==> src/rtl/fetch_unit.sv <==
// Instruction fetch stage: PC register, IF/ID pipeline register, halt on out-of-range PC.
// Optional macro FETCH_ALIGN_CHECK_EN enables word-aligning redirects with a sticky align_err flag.
module fetch_unit #(
  parameter logic [31:0] RESET_PC  = 32'h0000_0000,
  parameter int unsigned MEM_BYTES = 20
) (
  input  logic        clk,
  input  logic        reset,
  input  logic        stall,
  input  logic        redirect,
  input  logic [31:0] redirect_pc,
  output logic [31:0] pc_addr,
  input  logic [31:0] instr_in,
  output logic [31:0] ifid_instr,
  output logic [31:0] ifid_pc4,
  output logic        ifid_valid,
  output logic        halted,
  output logic [15:0] fetch_count,
  output logic        align_err
);

  logic [31:0] pc;
  logic [31:0] pc_plus4;
  logic        in_range;
  logic [31:0] target;

  assign pc_addr  = pc;
  assign pc_plus4 = pc + 32'd4;
  // 33-bit compare so a PC near 2^32 cannot wrap into the valid window
  assign in_range = ({1'b0, pc} + 33'd4) <= 33'(MEM_BYTES);

`ifdef FETCH_ALIGN_CHECK_EN
  logic misaligned;
  assign misaligned = |redirect_pc[1:0];
  assign target     = {redirect_pc[31:2], 2'b00};

  always_ff @(posedge clk) begin
    if (reset) begin
      align_err <= 1'b0;
    end else if (redirect && misaligned) begin
      align_err <= 1'b1;
    end
  end
`else
  assign target    = redirect_pc;
  assign align_err = 1'b0;
`endif

  always_ff @(posedge clk) begin
    if (reset) begin
      pc          <= RESET_PC;
      ifid_instr  <= '0;
      ifid_pc4    <= '0;
      ifid_valid  <= 1'b0;
      halted      <= 1'b0;
      fetch_count <= '0;
    end else if (redirect) begin
      pc         <= target;
      ifid_instr <= '0;
      ifid_valid <= 1'b0;
      halted     <= 1'b0;
    end else if (stall) begin
      // hold everything
    end else if (halted) begin
      ifid_valid <= 1'b0;
    end else if (in_range) begin
      pc         <= pc_plus4;
      ifid_instr <= instr_in;
      ifid_pc4   <= pc_plus4;
      ifid_valid <= 1'b1;
      if (fetch_count != '1) begin
        fetch_count <= fetch_count + 16'd1;
      end
    end else begin
      halted     <= 1'b1;
      ifid_valid <= 1'b0;
      ifid_instr <= '0;
    end
  end

endmodule
==> config.mk <==
export PLATFORM = sky130hd
export DESIGN_NAME = fetch_unit
export DESIGN_NICKNAME = d
export VERILOG_FILES = /design/src/rtl/fetch_unit.sv
export SDC_FILE = /design/constraint.sdc
export NUM_CORES = 1
export LEC_CHECK = 0
export ABC_CLOCK_PERIOD_IN_PS = 5700
export CAP_MARGIN = 25
export CORE_MARGIN = 10
export CORE_UTILIZATION = 48
export CTS_CLUSTER_SIZE = 16
export DETAILED_ROUTE_END_ITERATION = 8
export MAX_ROUTING_LAYER = met4
export PLACE_DENSITY = 0.92
export SLEW_MARGIN = 20
export SYNTH_ARGS = -nofsm -noshare
export SYNTH_HDL_FRONTEND = slang
export SYNTH_SLANG_ARGS = --single-unit
==> constraint.sdc <==
create_clock -name clk -period 5.7 [get_ports clk]
set_input_delay 1.14 -clock clk [delete_from_list [all_inputs] [get_ports clk]]
set_output_delay 1.14 -clock clk [all_outputs]
set_load 0.01 [all_outputs]
==> flow_summary.yaml <==
timing:
  whs_ps: 453
  finalSetupTns_ps: 0
  slew_viol_final: 0
  hold_viol_final: 0
  period_needed_ps: 3650
  setup_violations: 0
  tightest_slew_ps: 980
  period_share: 0.640
  max_freq_mhz: 274
  worst_slack_ps: 2050
  slew_headroom: 0.347
  rsz0062_at_grt: "false"
  finClkSkew_ps: 9.51
route:
  drc: 0
  vias_per_cell: 5.48
  wirelength_mm: 15.5
  final_antenna_net_count: 0
  vias: 4703
  post_drt_wl_per_cell_um: 18.1
  drt-initial-drc-count: 390
  first_pass_iters: 5
floorplanning:
  start_util: 0.494
  coreArea_sq_um: 9820
  dieArea_sq_um: 14500
  die_x_um: 121
  die_h_um: 121
  ios: 183
  num_rows: 36
place:
  pre_cts_ws_ps: 2030
  dpl.hpwl_mm: 11.1
  gp_congestion: 0.919
  io_buffers: 181
grt:
  met1_usage: 0.242
  grtUsageMet2: 0.355
  grt_pass1_wl_mm: 24.8
  grt-busiest-layer: "met2"
  antenna_found_initial: 0
  grt_pass1_vias: 4785
  grt_start_max_net_pins: 46
  grt_overflow: 0
  met3_usage: 0.0568
  track_usage: 0.217
yosys:
  synth_compound_area_frac: 0.108
  muxShareOfSynthArea: 0.0838
  synthAdderAreaFrac: 0.00774
  synth_top_family_by_area: "simple AND/OR/NAND/NOR gates"
  yosys.area_share.simple: 0.266
  ys_types: 59
  avgSynthCellArea_sq_um: 8.89
  synth_ff_type: "dfxtp_1"
  async_flop_share: 0
  netlist_area_sq_um: 4850
  yosysSeqAreaShare: 0.470
  ys_warn_count: 0
  synth_edf_count: 0
  synth_cells: 546
  synthXorXnorAreaFrac: 0.0199
  synthesis.nets: 617
  ys_ff_latch: 114
clock_network:
  cts-buffers-inserted: 17
  holdBufCountCts: 0
  cts_root_buffer: "clkbuf_8"
  clockBufferDepth: 2
  cts_resized: 0
  cts_sinks: 114
  htreeDepth: 4
  postCtsSetupBuffers: 0
  clkLatencyLatePin_ps: 510
  clkTransAtPathRegs_ps: 60
  tritoncts: "done"
layout:
  nets: 783
  register_area_sq_um: 2280
  areaGrowthSynthToFinish_pct: 49.7
  diodes: 0
  multi_input_area_sq_um: 2360
  nFillCells: 725
  layout-drive-gt1-share: 0.0814
worst_setup_path:
  worstSetupEndpointType: "flip-flop"
  cp.arrival_ps: 4050
  crit_path_max_fanout: 38
  r2r_start: "pc_addr[2]"
  crit_type: "flip-flop to flip-flop"
  startpoint: "pc_addr[2]"
  cp.required_ps: 6100
  crit_path_start_kind: "flip-flop"
worst_hold_path:
  hold_class: "flip-flop to flip-flop"
  hold_start: "ifid_instr[27]"
power:
  power_density_nw_per_um2: 282
  leakage_nw: 2.76
  vdd_drop_max_uv: 201
  total_power_mw: 2.05
job:
  max-cap-violations: 0
status:
  status: "complete, no violations"
-- synthesized netlist by cell type, types with 2 or more instances --
library cell	instances	area, sq um
dfxtp_1	114	2280
nor2_1	62	233
nand3_1	47	235
a21oi_1	45	225
nand2_1	45	169
mux2i_1	35	350
and2_1	29	181
clkbuf_1	20	75.1
and3_1	13	81.3
nand4_1	10	62.6
inv_1	8	30.0
buf_1	7	26.3
nand2b_1	7	43.8
a31o_2	6	52.6
buf_4	6	45.0
nor2b_1	6	37.5
xnor2_1	6	52.6
nor3_1	5	25.0
xor2_1	5	43.8
a211oi_1	4	30.0
a31oi_1	4	25.0
and4_1	4	35.0
buf_2	4	20.0
a311oi_1	3	26.3
ha_1	3	37.5
mux2_1	3	33.8
or2_2	3	18.8
or3_1	3	18.8
a211o_1	2	17.5
a21o_1	2	15.0
mux2_2	2	22.5
nor4_4	2	42.5
o21ai_0	2	10.0
o22ai_1	2	12.5
o31a_1	2	17.5
or4_1	2	15.0
-- cells in the final DEF (no fill, tap or decap), drive strengths merged, types with 7 or more instances in the layout --
cell             n
clkdlybuf4s50  179
nand2b           7
dfxtp          114
mux2i           35
nand3           48
clkbuf          17
nor2            62
nand2           45
and2            30
and3            13
inv             14
a21oi           45
clkinv           8
nand4           10
-- stage by stage --
step                      instance area [sq um]  cells  utilization
after floorplan                            4850    546            -
after global placement                     6680    826        0.680
after detailed placement                   6680    826        0.680
after CTS                                  7260    858        0.740
after global routing                       7260    858        0.740
final                                      7260    858        0.740
-- worst max-delay path: stages (launching register included) --
cell and delay, ps:
dfxtp_1 420, ha_1 390, nand2_1 180, nor4_2 560, nor4bb_1 380, o22ai_1 140, nor3_1 350, and3_1 200
buf_4 360, a21oi_1 110, buf_4 240, and2_1 180
-- report_power, final --
part	switching [mW]	internal, mW	leakage (nW)
clock	0.400	0.634	0.290
sequential	0.0240	0.812	0.925
combinational	0.0812	0.0985	1.55
-- metal layers --
| layer | wire length, um | vias up | share of wire |
|---|---|---|---|
| met5 | 0 | - | 0 |
| met2 | 7780 | 192 | 0.50 |
| li1 | - | 2237 | - |
| met3 | 974 | 38 | 0.063 |
| met4 | 461 | 0 | 0.030 |
| met1 | 6290 | 2236 | 0.41 |
-- flip-flops by register name, summed over array words and instances, names as in the netlist --
| name | flops |
|---|---|
| fetch_count | 16 |
| halted | 1 |
| ifid_instr | 32 |
| ifid_pc4 | 32 |
| ifid_valid | 1 |
| pc_addr | 32 |
-- final timing paths --
check | endpoint | slack (ps) | cells past startpoint
max reg2reg | ifid_pc4[8] | 2050 | 11
min | ifid_instr[27] | 450 | 2
min reg2reg | ifid_instr[27] | 450 | 2
max | ifid_pc4[8] | 2050 | 11
-- area by class of cell --
cell class / instances / share of cell area
clock inverter: 15 / 0.0238
inverter: 9 / 0.00465
timing repair buffer: 185 / 0.252
multi-input combinational: 385 / 0.325
clock buffer: 17 / 0.0570
tap: 133 / 0.0229
sequential: 114 / 0.314
-- logic make-up after synthesis --
logic type | Yosys count
AOI/OAI and AO/OA | 82
DFF | 114
buffers and inverters | 47
and+or+nand+nor | 248
muxes | 40
adders and majority gates | 3
xor gates and xnor gates | 11
other | 1
Note: power is estimated with default switching activity, not from simulation.
